==> config.mk <==
export PLATFORM = sky130hd
export DESIGN_NAME = shift_arbiter
export DESIGN_NICKNAME = d
export VERILOG_FILES = /design/src/rtl/shift_arbiter_pkg.sv /design/src/rtl/shift_arbiter_shifter.sv /design/src/rtl/shift_arbiter.sv
export SDC_FILE = /design/constraint.sdc
export NUM_CORES = 1
export LEC_CHECK = 0
export BUFFER_PORTS_ARGS = -buffer_cell sky130_fd_sc_hd__buf_2
export CORE_MARGIN = 1.5
export CORE_UTILIZATION = 30
export DETAILED_ROUTE_END_ITERATION = 12
export GPL_ROUTABILITY_DRIVEN = 0
export GPL_TIMING_DRIVEN = 1
export PLACE_DENSITY = 0.6
export SETUP_SLACK_MARGIN = 0.3
export SLEW_MARGIN = 20
export SYNTH_ARGS = -nofsm -noshare
export SYNTH_HDL_FRONTEND = slang
export SYNTH_SLANG_ARGS = --single-unit
==> constraint.sdc <==
create_clock -name clk -period 2.6 [get_ports clk]
set_input_delay 0.52 -clock clk [delete_from_list [all_inputs] [get_ports clk]]
set_output_delay 0.52 -clock clk [all_outputs]
set_load 0.005 [all_outputs]
==> src/rtl/shift_arbiter_pkg.sv <==
// Constants and state encoding shared by the shift arbiter and its shifter.
package shift_arbiter_pkg;

  localparam int SHIFT_W = 8;
  localparam int AMT_W   = 3;

  typedef enum logic {
    EMPTY = 1'b0,
    FULL  = 1'b1
  } rsp_state_t;

endpackage

==> src/rtl/shift_arbiter_shifter.sv <==
// Combinational 8-bit logical-right barrel shifter.
// Built as log2 stages, each shifting by a power of two.
module barrel_shifter_8bit
  import shift_arbiter_pkg::*;
(
  input  logic [SHIFT_W-1:0] in,
  input  logic [AMT_W-1:0]   ctrl,
  output logic [SHIFT_W-1:0] out
);

  logic [SHIFT_W-1:0] stage [AMT_W+1];

  assign stage[0] = in;

  generate
    for (genvar gi = 0; gi < AMT_W; gi++) begin : g_stage
      assign stage[gi+1] = ctrl[gi] ? (stage[gi] >> (1 << gi)) : stage[gi];
    end
  endgenerate

  assign out = stage[AMT_W];

endmodule

==> src/rtl/shift_arbiter.sv <==
// Round-robin arbiter sharing one barrel shifter among NREQ requesters,
// with a one-entry result register tagged by the winning requester ID.
module shift_arbiter
  import shift_arbiter_pkg::*;
#(
  parameter int NREQ = 4,
  parameter int IDW  = 2
) (
  input  logic                     clk,
  input  logic                     rst_n,
  input  logic [NREQ-1:0]          req_valid,
  output logic [NREQ-1:0]          req_ready,
  input  logic [NREQ*SHIFT_W-1:0]  req_data,
  input  logic [NREQ*AMT_W-1:0]    req_amt,
  output logic                     rsp_valid,
  input  logic                     rsp_ready,
  output logic [SHIFT_W-1:0]       rsp_data,
  output logic [IDW-1:0]           rsp_id,
  output logic                     busy
);

  rsp_state_t         state_q, state_d;
  logic [SHIFT_W-1:0] data_q, data_d;
  logic [IDW-1:0]     id_q, id_d;
  logic [IDW-1:0]     rr_ptr_q, rr_ptr_d;

  logic [SHIFT_W-1:0] data_arr [NREQ];
  logic [AMT_W-1:0]   amt_arr  [NREQ];

  logic [IDW:0]       cand;
  logic [IDW-1:0]     win;
  logic               found;
  logic               load_en;
  logic               accept;
  logic [SHIFT_W-1:0] shifted;

  generate
    for (genvar gi = 0; gi < NREQ; gi++) begin : g_unpack
      assign data_arr[gi] = req_data[gi*SHIFT_W +: SHIFT_W];
      assign amt_arr[gi]  = req_amt[gi*AMT_W +: AMT_W];
    end
  endgenerate

  // Scan from rr_ptr upward; explicit subtract keeps the wrap exact for any NREQ.
  always_comb begin
    found = 1'b0;
    win   = '0;
    cand  = '0;
    for (int k = 0; k < NREQ; k++) begin
      cand = {1'b0, rr_ptr_q} + (IDW+1)'(k);
      if (cand >= (IDW+1)'(NREQ)) cand = cand - (IDW+1)'(NREQ);
      if (!found && req_valid[cand[IDW-1:0]]) begin
        found = 1'b1;
        win   = cand[IDW-1:0];
      end
    end
  end

  assign load_en = (state_q == EMPTY) || rsp_ready;
  // rst_n gating keeps every ready low while reset is held.
  assign accept  = found && load_en && rst_n;
  assign req_ready = accept ? (NREQ'(1) << win) : '0;

  barrel_shifter_8bit u_shifter (
    .in   (data_arr[win]),
    .ctrl (amt_arr[win]),
    .out  (shifted)
  );

  always_comb begin
    state_d  = state_q;
    data_d   = data_q;
    id_d     = id_q;
    rr_ptr_d = rr_ptr_q;
    case (state_q)
      EMPTY: if (accept) state_d = FULL;
      FULL: begin
        if (accept)         state_d = FULL;
        else if (rsp_ready) state_d = EMPTY;
      end
      default: state_d = EMPTY;
    endcase
    if (accept) begin
      data_d   = shifted;
      id_d     = win;
      rr_ptr_d = (win == IDW'(NREQ-1)) ? '0 : win + IDW'(1);
    end
  end

  always_ff @(posedge clk or negedge rst_n) begin
    if (!rst_n) begin
      state_q  <= EMPTY;
      data_q   <= '0;
      id_q     <= '0;
      rr_ptr_q <= '0;
    end else begin
      state_q  <= state_d;
      data_q   <= data_d;
      id_q     <= id_d;
      rr_ptr_q <= rr_ptr_d;
    end
  end

  assign rsp_valid = (state_q == FULL);
  assign rsp_data  = data_q;
  assign rsp_id    = id_q;
  assign busy      = rsp_valid || (|req_valid);

endmodule

# Word level (Yosys, flattened, before mapping)
# Cells that the tools add are included.
# word_totals
ff_bits	13
# classes
eq_ne	1
shift	1
bitwise_logic	2
magnitude_cmp	9
reduce_logical	11
mux	35
addsub	8
# ops
op	n
$mux W8	5
$mux W2	9
$bmux W8 S2	1
$ge A3 B3 Y1 const B	4
$lt A2 B3 Y1 const B	4
$mux W1	11
$bmux W1 S2	4
$sub A2 B1 Y2 const B	4
$add A2 B2 Y3 const B	2
$bmux W3 S2	1
$mux W3	2
$logic_and A1 B1 Y1	5
$mux W4	1
$reduce_or A4 Y1	1
$shl A1 B2 Y4 const A	1
$add A2 B1 Y3 const B	1
$ge A2 B3 Y1 const B	1
$logic_not A1 Y1	3
$not A2 Y3	1
$add A2 B1 Y2 const B	1
$eq A2 B2 Y1 const B	1
$logic_or A1 B1 Y1	2
$pmux W1 S2	1
$not A1 Y1	1

# Depth between registers and ports, before layout
# depth
depth_word	21
mapped_depth	11
depth_no_buf	9

# By module
# A second synthesis with hierarchy kept.
# hier_totals
cells_unflattened	122
area_unflattened_um2	1303.8
# by_module_without_submodules
module	instances	area_per_inst_um2	cells_per_inst	seq_area_each_um2
shift_arbiter	1	1053.5	94	325.3
barrel_shifter_8bit	1	250.2	28	0.0

# Worst setup path after synthesis
# Ideal clock, no wire load.
# synth_path
path_type	input -> register
start	input req_valid[2]
end	register data_q[0], in the netlist rsp_data[0]
path_slack_ns	-0.121
path_buffers	2
arrival_ns	2.595
cell_stages	9
t_required_ns	2.474
cell_sequence	nor2b_2 > or4b_1 > buf_2 > a21bo_1 > a32oi_1 > buf_4 > mux2i_1 > a22oi_1 > a221o_1
# synth_via
elab_chain_cells	19
elab_cells_between_ends	34
# synth_lines
item	line	text
from (decl)	shift_arbiter.sv:11	input logic [NREQ-1:0] req_valid,
$bmux W1 S2	shift_arbiter.sv:52	if (!found && req_valid[cand[IDW-1:0]]) begin
$mux W1 (not written as such)	shift_arbiter.sv:52	
$mux W1	shift_arbiter.sv:52	
$logic_not A1 Y1	shift_arbiter.sv:52	
$logic_and A1 B1 Y1	shift_arbiter.sv:52	
$mux W1	shift_arbiter.sv:52	
$logic_not A1 Y1	shift_arbiter.sv:52	
$logic_and A1 B1 Y1	shift_arbiter.sv:52	
$mux W1	shift_arbiter.sv:52	
$logic_not A1 Y1	shift_arbiter.sv:52	
$logic_and A1 B1 Y1	shift_arbiter.sv:52	
$mux W2	shift_arbiter.sv:52	
$not A2 Y3 (not written as such)	shift_arbiter.sv:65, shift_arbiter.sv:66	
$bmux W8 S2 or $bmux W3 S2 (tied branches)	shift_arbiter.sv:65, shift_arbiter.sv:66	
$mux W8 (not written as such) or $mux W3 (tied branches) (2 in series)	shift_arbiter.sv:65, shift_arbiter.sv:66	
$mux W8 (3 in series)	shift_arbiter_shifter.sv:17	assign stage[gi+1] = ctrl[gi] ? (stage[gi] >> (1 << gi)) : stage[gi];
to (signal assigned)	shift_arbiter.sv:98	data_q <= data_d;
to (decl)	shift_arbiter.sv:23	logic [SHIFT_W-1:0] data_q, data_d;
# Several ways; a longest one is shown, not always the timed one. The select of a mux whose other input is x is not followed.
# A chain may end at the register's enable or synchronous reset.

# Worst setup path after layout
# Ends and elaborated chain as after synthesis.

==> run summary <==
Synth Register Bits - 13
minimum clock period after layout - 2.626 ns
# diodes - 0
num ports - 67
failing checks - setup timing
Seq/Total Area, Yosys - 22.85%
R2R depth - 9
crit-path max FO - 7
largest net degree at the start of global routing - 12
Critical Path End Type - register
number of global-route vias before repair - 1610
PwrDens - 1031 nW/µm²
IO buf count - 66
worst r2r src - rr_ptr_q[0]
post-synthesis net count - 237
Die W - 71.89 µm
FFs w/ async S/R, synth - 100.0%
synthesized area per cell - 7.823 µm²
status - finished, violations left
Initial Util - 31.82%
first-pass GRT wire length - 7.369 mm
WL final - 5.068 mm
dpl ws - -0.3524 ns
Setup WS post-layout - -0.02638 ns
Leak - 1.254 nW
Critical Path RT - 2.72 ns
number of synthesized flops with an enable pin - 0
Root Driver - clkbuf_8
Max Clock Skew - 0.002003 ns
Via density - 5.210
Fin Setup TNS - -0.02638 ns
Final HPWL DP - 3.457 mm
# clock sinks - 13
dominant cell type by area after synthesis - dfrtp_1
Core ar. - 4474 µm²
global route overflow - 0
crit path capture - rsp_data[0]
Mapped Area - 1424 µm²
# rows - 24
Synth Instances - 182
R2R setup slack - -0.01 ns
Worst setup SP type - input port
RSZ-0062 raised after global routing - yes
WS Path Type - input port to register
RR Endpoint - rsp_data[0]
Fill cells - 423
CP startpoint - req_valid[2]
Yosys top cell area share - 22.85%
Cell variety after synth - 50
clock buffer depth - 2
antenna violations before repair - 0
Worst-Margin Slew - 0.4755 ns
vias - 1834
synth top area cells - dfrtp_1 23%, nand2_1 9.0%, mux2i_1 5.6%
Slew HR - 68.30%
Die Y - 71.89 µm
fin. max-slew vios - 0
clock slew at reported path FFs - 0.05 ns
Hold WC Path Type - input port to async pin
wire length per cell - 14.40 µm
warning count from the yosys run - 0
fraction of layout cells with a size suffix above 1 - 57.00%
max-cap viol count - 0
DR pass1 iterations - 4
worst hold margin - 0.07530 ns
fmax - 0.3808 GHz
Layout area overhead - 79.09%
Residual DRC - 0
period utilisation layout - 101.0%
Net count, final - 356
Antenna Violating Nets Remaining - 0
Main synth FF type - dfrtp_1
CTS Hold Bufs - 0
VDD IR max - 0.0004206 V
clock latency on the worst-skew pair - 0.24 ns
final hold vios - 0
CTS Buf Count - 3
TritonCTS clock tree - yes
critical path arrival - 2.75 ns
Final setup viols - 1
initial DRC count - 64
global router's overall resource usage - 17.93%
Max H-tree Level - 1
die area - 5168 µm²
## power breakdown
group | internal, W | switching (W)
clock network | 0.000108 | 0.0000684
logic | 0.00115 | 0.000968
registers | 0.000281 | 0.0000560
total | 0.00154 | 0.00109
## stage by stage
stage                     power, W  std cells  utilization, %  area (µm²)
after floorplan           0.001302        182               -        1489
after global placement    0.001806        324           46.22        2068
after detailed placement  0.001825        324           46.22        2068
after CTS                 0.002425        346           54.28        2429
after global routing      0.002807        352           56.99        2550
final                     0.002630        352           56.99        2550
## timing repair
| action | 4_1_cts | 5_1_grt |
|---|---|---|
| buffers inserted | 18 | 6 |
| setup endpoints to repair | 12 | 12 |
| endpoints found under the hold margin | 0 | 0 |
| resized for setup | 50 | 14 |
| pin swaps | 23 | 7 |
## critical path: stages
cell and delay [ns]:
buf_6 0.09, nor2b_4 0.12, or4b_4 0.57, buf_8 0.16
a21bo_1 0.22, a32oi_4 0.26, mux2i_2 0.32, and2_1 0.18
a211oi_2 0.04, a221o_1 0.26
## Yosys cell counts (2+ instances only)
cell type / count
a32oi_1: 2
nand2_1: 34
a21o_1: 2
a21bo_2: 2
and3_1: 7
mux2i_1: 8
a21oi_1: 10
dfrtp_1: 13
nand3_1: 8
a221o_1: 3
clkbuf_1: 4
mux2_2: 2
and2_1: 6
a22oi_1: 4
inv_2: 2
a221oi_1: 3
nor2b_1: 3
ha_1: 4
nor4_1: 5
o21ai_0: 4
buf_4: 2
a211oi_1: 2
buf_2: 7
a21boi_0: 2
nor2_1: 9
o32a_1: 2
o31ai_1: 3
nor3b_1: 5
o211ai_1: 3
## logic make-up after synthesis
logic type | count (synthesis) | share of synthesized area [%]
simple gates | 85 | 29.97
buf+inv | 16 | 5.887
mux | 12 | 9.578
flops | 13 | 22.85
compound gates | 52 | 28.21
fa+ha+maj | 4 | 3.515
## state kept, by name, indices dropped and copies added, names as in the netlist
name and flops:
rsp_data 8, rr_ptr_q 2, rsp_id 2, rsp_valid 1
## layout by cell type, fill, tap and decap left out, types with 3 or more instances in the layout
cell type   n
buf_2      61
a21oi_2     3
buf_4      49
a221o_1     3
and2_4      3
nor2b_4     4
clkbuf_8    3
a21oi_1     8
o31ai_1     3
a221oi_1    3
and2_1      3
mux2i_1     4
nor4_1      5
nor2_1      7
buf_8       3
o211ai_1    3
a211oi_2    3
nand3_1     6
nor3b_1     5
and3_1      6
mux2i_2     3
a22oi_1     4
dfrtp_1    12
o21ai_0     3
nand2_1    33
buf_6      15
## per-layer routing
metal  GRT usage [%]  share of wire (%)  vias to the layer above
li1                -                  -                      920
met5               0                  0                        -
met4           5.660                1.3                        0
met1           25.32                 46                      849
met2           28.91                 48                       59
met3           1.806                4.5                        6
## worst min path at each step
stage,from,endpoint,slack (ns),cells past startpoint
finish,rst_n,rr_ptr_q[1],0.08,1
global route,rst_n,rr_ptr_q[1],0.07,1
CTS,rst_n,rr_ptr_q[1],0.07,1
detailed placement,rst_n,rr_ptr_q[1],0.33,1
global placement,rst_n,rr_ptr_q[1],0.33,1
floorplan,rst_n,rr_ptr_q[0],0.22,0
## final cells by class
cell class                 instances  area, µm²  area share (%)
clock buffer                       4      45.04           1.766
timing repair buffer             128      887.1           34.79
sequential                        13      326.6           12.81
multi-input combinational        153       1204           47.20
inverter                           2      22.52          0.8832
tap                               52      65.06           2.552
No activity file was read; power rests on OpenSTA's default activity.
